==> src/rtl/vga_timing_gen.sv <==
// Raster timing generator: pixel-rate enable, h/v counters, sync pulses,
// visible-area flag and pixel coordinates for a VGA-style display.
module vga_timing_gen #(
    parameter int CLK_DIV  = 4,
    parameter int H_ACTIVE = 640,
    parameter int H_FP     = 16,
    parameter int H_SYNC   = 96,
    parameter int H_BP     = 48,
    parameter int V_ACTIVE = 480,
    parameter int V_FP     = 10,
    parameter int V_SYNC   = 2,
    parameter int V_BP     = 33,
    parameter int SYNC_POL = 0
) (
    input  logic       clk,
    input  logic       reset,
    output logic       hsync,
    output logic       vsync,
    output logic       video_on,
    output logic [9:0] x,
    output logic [9:0] y,
    output logic       pixel_tick,
    output logic       frame_start
);
    localparam int H_TOTAL = H_ACTIVE + H_FP + H_SYNC + H_BP;
    localparam int V_TOTAL = V_ACTIVE + V_FP + V_SYNC + V_BP;

    // 11-bit bounds so a total of exactly 1024 still compares correctly
    localparam logic [10:0] HS_START = 11'(H_ACTIVE + H_FP);
    localparam logic [10:0] HS_END   = 11'(H_ACTIVE + H_FP + H_SYNC);
    localparam logic [10:0] VS_START = 11'(V_ACTIVE + V_FP);
    localparam logic [10:0] VS_END   = 11'(V_ACTIVE + V_FP + V_SYNC);
    localparam logic [10:0] H_VIS    = 11'(H_ACTIVE);
    localparam logic [10:0] V_VIS    = 11'(V_ACTIVE);
    localparam logic [9:0]  H_LAST   = 10'(H_TOTAL - 1);
    localparam logic [9:0]  V_LAST   = 10'(V_TOTAL - 1);
    localparam logic        ACT_LVL  = (SYNC_POL != 0) ? 1'b1 : 1'b0;

    if (H_TOTAL > 1024 || V_TOTAL > 1024 || CLK_DIV < 1) begin : g_param_check
        $error("vga_timing_gen: totals must be <= 1024 and CLK_DIV >= 1");
    end

    function automatic logic in_window(input logic [9:0] pos,
                                       input logic [10:0] lo,
                                       input logic [10:0] hi);
        in_window = ({1'b0, pos} >= lo) && ({1'b0, pos} < hi);
    endfunction

    logic       w_tick;
    logic [9:0] r_h;
    logic [9:0] r_v;
    logic [9:0] w_h_next;
    logic [9:0] w_v_next;
    logic       r_hsync;
    logic       r_vsync;
    logic       r_video_on;

    if (CLK_DIV == 1) begin : g_nodiv
        assign w_tick = 1'b1;
    end else begin : g_div
        localparam int DIV_W = $clog2(CLK_DIV);
        localparam logic [DIV_W-1:0] DIV_LAST = DIV_W'(CLK_DIV - 1);
        logic [DIV_W-1:0] r_div_cnt;

        // Pixel-rate divider, wraps at CLK_DIV-1
        always_ff @(posedge clk or negedge reset) begin
            if (!reset) begin
                r_div_cnt <= DIV_W'(0);
            end else if (r_div_cnt == DIV_LAST) begin
                r_div_cnt <= DIV_W'(0);
            end else begin
                r_div_cnt <= r_div_cnt + DIV_W'(1);
            end
        end

        assign w_tick = (r_div_cnt == DIV_LAST);
    end

    // Next-state horizontal/vertical position
    always_comb begin
        w_h_next = r_h;
        w_v_next = r_v;
        if (w_tick) begin
            if (r_h == H_LAST) begin
                w_h_next = 10'd0;
                if (r_v == V_LAST) begin
                    w_v_next = 10'd0;
                end else begin
                    w_v_next = r_v + 10'd1;
                end
            end else begin
                w_h_next = r_h + 10'd1;
                w_v_next = r_v;
            end
        end else begin
            w_h_next = r_h;
            w_v_next = r_v;
        end
    end

    // Counters plus syncs/video_on derived from next state so all change together
    always_ff @(posedge clk or negedge reset) begin
        if (!reset) begin
            r_h        <= 10'd0;
            r_v        <= 10'd0;
            r_hsync    <= ~ACT_LVL;
            r_vsync    <= ~ACT_LVL;
            r_video_on <= 1'b1;
        end else begin
            r_h        <= w_h_next;
            r_v        <= w_v_next;
            r_hsync    <= in_window(w_h_next, HS_START, HS_END) ? ACT_LVL : ~ACT_LVL;
            r_vsync    <= in_window(w_v_next, VS_START, VS_END) ? ACT_LVL : ~ACT_LVL;
            r_video_on <= ({1'b0, w_h_next} < H_VIS) && ({1'b0, w_v_next} < V_VIS);
        end
    end

    assign x           = r_h;
    assign y           = r_v;
    assign hsync       = r_hsync;
    assign vsync       = r_vsync;
    assign video_on    = r_video_on;
    assign pixel_tick  = w_tick;
    assign frame_start = w_tick && (r_h == H_LAST) && (r_v == V_LAST);

endmodule

==> config.mk <==
export PLATFORM = sky130hd
export DESIGN_NAME = vga_timing_gen
export DESIGN_NICKNAME = d
export VERILOG_FILES = /design/src/rtl/vga_timing_gen.sv
export SDC_FILE = /design/constraint.sdc
export NUM_CORES = 1
export LEC_CHECK = 0
export CAP_MARGIN = 20
export CORE_UTILIZATION = 51
export CTS_CLUSTER_SIZE = 25
export DETAILED_ROUTE_END_ITERATION = 16
export GPL_ROUTABILITY_DRIVEN = 0
export HOLD_SLACK_MARGIN = 0.03
export PLACE_DENSITY = 0.76
export SETUP_SLACK_MARGIN = 0.02
export SYNTH_ARGS = -nofsm -noshare
export SYNTH_HDL_FRONTEND = slang
export SYNTH_SLANG_ARGS = --single-unit
==> constraint.sdc <==
create_clock -name clk -period 3.3 [get_ports clk]
set_clock_uncertainty 0.2 [all_clocks]
set_input_delay 0.99 -clock clk [delete_from_list [all_inputs] [get_ports clk]]
set_output_delay 0.99 -clock clk [all_outputs]
set_load 0.01 [all_outputs]
== Yosys cells after proc, flatten, opt, wreduce, memory -nomap -nowiden ==
Cells that the tools add are included.

* Flip-flop bits (word level): 25
* Bits in latches: 0
* Bits in writable memories: 0
* ROM bits: 0
* Input port bits: 2
* Output and inout port bits: 25
* Word-level logic and storage cells: 31
* Memories kept: 0

* $add $sub $neg: 3
* $mul: 0
* Divide/modulo/power cells: 0
* Order comparisons: 6
* Eq/ne operators: 3
* Shifts and indexed selects: 0
* Mux-type cells: 8
* Bitwise operators: 0
* Reduce and logical (&&, ||, !) cells: 5

{| class="wikitable"
|+ Operators by type and width
! operator !! count
|-
| $mux W10 || 5
|-
| $add A10 B1 Y10 const B || 2
|-
| $eq A10 B10 Y1 const B || 2
|-
| $lt A10 B10 Y1 const B || 2
|-
| $lt A10 B9 Y1 const B || 2
|-
| $ge A10 B10 Y1 const B || 1
|-
| $ge A10 B9 Y1 const B || 1
|-
| $logic_and A1 B1 Y1 || 5
|-
| $add A2 B1 Y2 const B || 1
|-
| $eq A2 B2 Y1 const B || 1
|-
| $mux W1 || 2
|-
| $mux W2 || 1
|}

== Longest topological paths before layout ==
Gate-level depths: netlist of run 1.

* Depth after elaboration: 7
* Depth in mapped cells: 9
* Mapped depth without buffers: 7

== Least setup slack after synthesis of run 1 ==
Ideal clock, no wire load.

* Path type: flip-flop to output port
* From: register g_div.r_div_cnt[0]
* To: output port frame_start
* Arrival: 1.608 ns
* Data required time: 2.110 ns
* Setup slack: 0.502 ns
* Stages on the path, launching flop included: 8
* Buffers on the path: 3
* Path through: dfrtp_1 > ha_1 > buf_2 > and2_1 > and4_1 > buf_4 > buf_2 > and2_1

* Cells in the longest elaborated chain, start to end: 3

{| class="wikitable"
|+ RTL lines
! item !! line !! RTL
|-
| start, declared || 63 || <nowiki>logic [DIV_W-1:0] r_div_cnt;</nowiki>
|-
| start signal, assigned || 72 || <nowiki>r_div_cnt <= r_div_cnt + DIV_W'(1);</nowiki>
|-
| $eq A2 B2 Y1 || 76 || <nowiki>assign w_tick = (r_div_cnt == DIV_LAST);</nowiki>
|-
| net pixel_tick || 22 || <nowiki>output logic pixel_tick,</nowiki>
|-
| $logic_and A1 B1 Y1 (2 in series) || 124 || <nowiki>assign frame_start = w_tick && (r_h == H_LAST) && (r_v == V_LAST);</nowiki>
|-
| end, declared || 23 || <nowiki>output logic frame_start</nowiki>
|}

The timed path passes the listed nets, and every way through them passes these cells.

== Worst setup path after layout of run 1 ==
* From: register r_v[6] (netlist: y[6])
* To: output port frame_start

* Cells in the longest elaborated chain, start to end: 2

{| class="wikitable"
|+ RTL lines
! item !! line !! RTL
|-
| start, declared || 51 || <nowiki>logic [9:0] r_v;</nowiki>
|-
| start signal, assigned || 111 || <nowiki>r_v <= w_v_next;</nowiki>
|-
| $eq A10 B10 Y1 || 124 ||
|-
| $logic_and A1 B1 Y1 || 124 ||
|}

Every way passes these cells.

==> flow_metrics.env, run 1 <==
export IMPL_powerDensity_nw_per_um2=248
export IMPL_syn_area_um2=1450
export IMPL_final_common_cell="clkdlybuf4s50_1"
export IMPL_cp_cell_sequence="nor4_1, and3_2, and2_1, clkdlybuf4s50_1"
export IMPL_cts_root_buffer="clkbuf_4"
export IMPL_drv_slew=0
export IMPL_cp_start_kind="flip-flop"
export IMPL_hold_viol_final=0
export IMPL_overflow=0
export IMPL_final_cells=215
export IMPL_tightest_slew_ps=404
export IMPL_hold_start="g_div.r_div_cnt[0]$_DFF_PN0_"
export IMPL_ir_drop_mv=0.258
export IMPL_yosys_warnings=0
export IMPL_relSlewSlack_pct=72.8
export IMPL_initial_core_util_pct=56.3
export IMPL_syn2layout_area_growth_pct=25.9
export IMPL_drt_iter0_markers=61
export IMPL_synth_edf_count=0
export IMPL_syn_avg_cell_area_um2=9.51
export IMPL_cp_slowest_cell="clkdlybuf4s50_1"
export IMPL_cts_hold_buffers=0
export IMPL_synth_top_cells_by_area="dfrtp_1 38%, dfstp_2 5.5%, xor2_1 4.2%"
export IMPL_synth_nets=158
export IMPL_ant_nets=0
export IMPL_min_period_ps=3260
export IMPL_crit_type="flip-flop to output port"
export IMPL_antennaDiodeCount=0
export IMPL_grt_usage_pct=21.9
export IMPL_min_period_over_period_pct=98.8
export IMPL_post_place_ws_ps=385
export IMPL_postSynth_asyncResetShare_pct=100
export IMPL_outcome="complete, no violations"
export IMPL_worst_slack_ps=40.7
export IMPL_h_tree_depth=1
export IMPL_cts_sinks=25
export IMPL_seq_area_um2=637
export IMPL_die_y_um=55.2
export IMPL_synth_top_area_cell="dfrtp_1"
export IMPL_mostFrequentLayoutCells="26 x clkdlybuf4s50_1, 16 x dfrtp_1, 15 x nand2_1"
export IMPL_multi_input_area_um2=761
export IMPL_core_area_um2=2570
export IMPL_grt_max_degree=26
export IMPL_vias=1252
export IMPL_finalPower_uw=452
export IMPL_dp_cells=206
export IMPL_cts_buffer_depth=2
export IMPL_utilization_pct=70.9
export IMPL_setup_worst_path_end_class="output port"
export IMPL_fillCellCount=213
export IMPL_io_pin_count=27
export IMPL_max_freq_ghz=0.307
export IMPL_fin_nets=192
export IMPL_antenna_found_initial=0
export IMPL_fin_area_um2=1820
export IMPL_ys_flop_type="dfrtp_1"
export IMPL_dr_pass1_iters=4
export IMPL_power_leakage_nw=0.741
export IMPL_ys_ff_latch=25
export IMPL_place_area_um2=1740
export IMPL_die_x_um=55.2
export IMPL_max_cap_viol_count=0
export IMPL_grt_pass1_wl_um=5340
export IMPL_hold_class="flip-flop to flip-flop"
export IMPL_cp_arrival_ps=2070
export IMPL_drt_drc_violations_left=0
export IMPL_path_clk_slew_ps=130
export IMPL_wirelength_um=3280
export IMPL_dieArea_um2=3050
export IMPL_synth_seq_area_share_pct=43.5
export IMPL_synth_cell_types=46
export IMPL_r2r_start="x[6]$_DFF_PN0_"
export IMPL_layout_drive_gt1_share_pct=16.2
export IMPL_insertion_delay_ps=320
export IMPL_startpoint="y[6]$_DFF_PN0_"
export IMPL_cp_data_required_time_ps=2110
export IMPL_synth_cells=152
export IMPL_cts_tree="built"
export IMPL_setup_violations_final=0
export IMPL_rows=18
export IMPL_viasPerCell=5.82
export IMPL_synth_top_area_share_pct=38.1
export IMPL_wl_per_cell_um=15.2
export IMPL_cp_slowest_stage_delay_ps=530
export IMPL_portBuffers=26
export IMPL_dp_hpwl_um=2320
export IMPL_cts_made_buffers=3
export IMPL_grt_pass1_vias=1156
export IMPL_worstPathMaxFanout=8
final timing paths:
kind                                                end  slack [ps]  cells past startpoint
max in group asynchronous               vsync$_DFF_PN1_        1810                      2
min reg2reg                g_div.r_div_cnt[0]$_DFF_PN0_         240                      1
min in group asynchronous                x[7]$_DFF_PN0_         800                      2
max reg2reg                             vsync$_DFF_PN1_        1030                      6
min                        g_div.r_div_cnt[0]$_DFF_PN0_         240                      1
max                                         frame_start          40                      4
critical path, delay by kind of cell (launching register included):
| family | cells | cell delay, ps |
|---|---|---|
| AND/OR/NAND/NOR | 3 | 730 |
| flip-flops | 1 | 490 |
| buffers and inverters | 1 | 530 |
synthesized netlist by cell type (all sizes together) (2+ instances only):
library cell / count
a211oi: 2
a21oi: 2
a22oi: 2
a2bb2oi: 2
and2: 3
and3: 3
buf: 3
clkbuf: 3
dfrtp: 22
dfstp: 3
ha: 4
inv: 8
mux2i: 2
nand2: 15
nand2b: 2
nand3: 12
nand4: 3
nor2: 9
nor3: 9
nor3b: 2
o2111ai: 2
o21ai: 7
o31ai: 3
or3: 2
or3b: 2
or4: 2
xnor2: 5
xor2: 7
what timing repair did:
action	4_1_cts	5_1_grt
buffers inserted	0	5
gates resized for setup	1	7
setup endpoints to repair	1	1
pin swaps	0	1
cell families after synthesis:
group | share of synthesized area (%)
buffers and inverters | 4.07
XOR/XNOR | 7.27
flip-flops | 43.6
multiplexers | 1.39
AO/OA/AOI/OAI | 12.1
adder cells (fa/ha/maj) | 3.46
AND/OR/NAND/NOR | 28.1
registers in the layout, indices dropped and copies added, names as in the netlist:
register	cells
g_div.r_div_cnt	2
hsync	1
video_on	1
vsync	1
x	10
y	10
power by group:
part / switching [mW] / internal [mW] / leakage, nW
clock network: 0.0904 / 0.0474 / 0.0150
registers: 0 / 0.306 / 0.315
logic: 0.00558 / 0.00181 / 0.412
layout make-up:
cell class              count  area share (%)
multi-input cells         113            41.8
inverters                   8            1.65
clock buffers               4            1.44
flip-flops and latches     25            35.0
well taps                  30            2.06
repair buffers             35            18.0
routing by layer:
layer	global-route usage, %	vias to the layer above	share of wire, %
met5	0	-	0
met4	8.93	0	1.4
met3	3.75	5	5.3
met2	32.4	48	46
met1	31.8	581	47
li1	-	618	-
through the flow:
step                setup TNS, ps  hold WS [ps]
floorplan                       0           203
global placement                0           217
detailed placement              0           228
CTS                             0           246
global route                -11.8           267
finish                          0           238
Power figures use the tool's default switching activity.
==> inputs of run 2 (changes only) <==
CORE_MARGIN = 4   (was unset)
==> flow_metrics.env, run 2 (synthesis gave the netlist of run 1 again) <==
export IMPL_ant_nets=0
export IMPL_cp_data_required_time_ps=2110
export IMPL_finalPower_uw=450
export IMPL_relSlewSlack_pct=74.5
export IMPL_setup_worst_path_end_class="output port"
export IMPL_dp_cells=208
export IMPL_insertion_delay_ps=310
export IMPL_max_cap_viol_count=0
export IMPL_portBuffers=26
export IMPL_io_pin_count=27
export IMPL_min_period_over_period_pct=87.6
export IMPL_fin_nets=194
export IMPL_ir_drop_mv=0.247
export IMPL_drt_drc_violations_left=0
export IMPL_mostFrequentLayoutCells="25 x clkdlybuf4s50_1, 16 x dfrtp_1, 15 x nand2_1"
export IMPL_r2r_cells=6
export IMPL_setup_violations_final=0
export IMPL_worstPathMaxFanout=7
export IMPL_powerDensity_nw_per_um2=245
export IMPL_wl_per_cell_um=14.0
export IMPL_cts_made_buffers=3
export IMPL_min_to="g_div.r_div_cnt[0]$_DFF_PN0_"
export IMPL_core_area_um2=2730
export IMPL_min_period_ps=2890
export IMPL_cts_tree="built"
export IMPL_dieArea_um2=3750
export IMPL_hold_slack_ps=239
export IMPL_final_common_cell="clkdlybuf4s50_1"
export IMPL_initial_core_util_pct=52.9
export IMPL_final_cells=218
export IMPL_hold_viol_final=0
export IMPL_layout_drive_gt1_share_pct=17.1
export IMPL_syn2layout_area_growth_pct=27.1
export IMPL_antenna_found_initial=0
export IMPL_drt_iter0_markers=56
export IMPL_fin_setup_tns_ps=0
export IMPL_r2r_end="vsync$_DFF_PN1_"
export IMPL_r2r_start="x[7]$_DFF_PN0_"
export IMPL_path_clk_slew_ps=140
export IMPL_holdPathStages=1
export IMPL_dp_hpwl_um=2290
export IMPL_die_x_um=61.2
export IMPL_cts_sinks=25
export IMPL_grt_usage_pct=19.2
export IMPL_cp_arrival_ps=1700
export IMPL_hold_class="flip-flop to flip-flop"
export IMPL_fillCellCount=217
export IMPL_rows=19
export IMPL_cts_root_buffer="clkbuf_4"
export IMPL_grt_pass1_vias=1154
export IMPL_grt_max_degree=26
export IMPL_grt_pass1_wl_um=5380
export IMPL_cts_buffer_depth=2
export IMPL_outcome="complete, no violations"
export IMPL_tightest_slew_ps=380
export IMPL_drv_slew=0
export IMPL_die_y_um=61.2
export IMPL_viasPerCell=5.77
export IMPL_vias=1258
export IMPL_antennaDiodeCount=0
export IMPL_rsz0062_at_grt="false"
export IMPL_overflow=0
export IMPL_power_leakage_nw=0.772
export IMPL_cp_start_kind="flip-flop"
export IMPL_h_tree_depth=1
export IMPL_dr_pass1_iters=4
export IMPL_wirelength_um=3040
export IMPL_crit_type="flip-flop to output port"
export IMPL_max_freq_ghz=0.346
export IMPL_hold_start="g_div.r_div_cnt[0]$_DFF_PN0_"
export IMPL_r2r_slack_ps=1080
run 2: cell count changes in the layout (fill, tap and decap cells not counted), sizes merged:
cell | before | now
buf | 9 | 11
clkinv | 0 | 1
dlymetal6s2s | 0 | 1
clkbuf | 4 | 3
clkdlybuf4s50 | 26 | 25
run 2: worst max path at each step:
stage / start / endpoint / slack, ps / depth (start not counted)
2_1_floorplan: g_div.r_div_cnt[0]$_DFF_PN0_ / frame_start / 500 / 7
3_3_place_gp: y[0]$_DFF_PN0_ / frame_start / 400 / 6
3_5_place_dp: y[0]$_DFF_PN0_ / frame_start / 350 / 6
4_1_cts: y[0]$_DFF_PN0_ / frame_start / 30 / 6
5_1_grt: y[1]$_DFF_PN0_ / frame_start / 290 / 6
6_report: y[1]$_DFF_PN0_ / frame_start / 410 / 6
run 2: per-stage QoR:
step           util [%]  area (um^2)  worst slack [ps]
3_3_place_gp       64.1         1750               403
6_report           67.2         1840               409
5_1_grt            67.2         1840               290
2_1_floorplan         -         1450               502
4_1_cts            65.4         1790              27.5
3_5_place_dp       64.1         1750               346
run 2: timing repair:
item	CTS	global route
buffers inserted	0	6
hold buffers	0	0
gates resized for setup	5	3
setup endpoints to repair	1	1
run 2: area by class of cell:
class	instances	area [um^2]	area share [%]
Clock inverter	1	5.00	0.272
Tap cell	31	38.8	2.11
Sequential cell	25	637	34.7
Multi-Input combinational cell	113	758	41.3
Clock buffer	3	22.5	1.23
Timing Repair Buffer	37	345	18.8
Inverter	8	30.0	1.63
run 2: layer usage:
metal | part of all wire, % | up-vias | track usage, %
li1 | - | 622 | -
met3 | 5.3 | 2 | 2.73
met4 | 0.66 | 0 | 5.88
met5 | 0 | - | 0
met1 | 46 | 599 | 27.8
met2 | 48 | 35 | 29.9
run 2: worst max-delay path: stages, from the launching register on:
cell and delay (ps):
dfrtp_2 440, inv_1 50, ha_1 160, and3b_1 150
and3_2 240, and2_1 180, dlymetal6s2s_1 170
run 2: report_power, final:
| part | switching (mW) | total, mW | internal (mW) |
|---|---|---|---|
| sequential | 0 | 0.307 | 0.307 |
| combinational | 0.00576 | 0.00757 | 0.00181 |
| clock | 0.0910 | 0.136 | 0.0453 |
| total | 0.0968 | 0.450 | 0.354 |
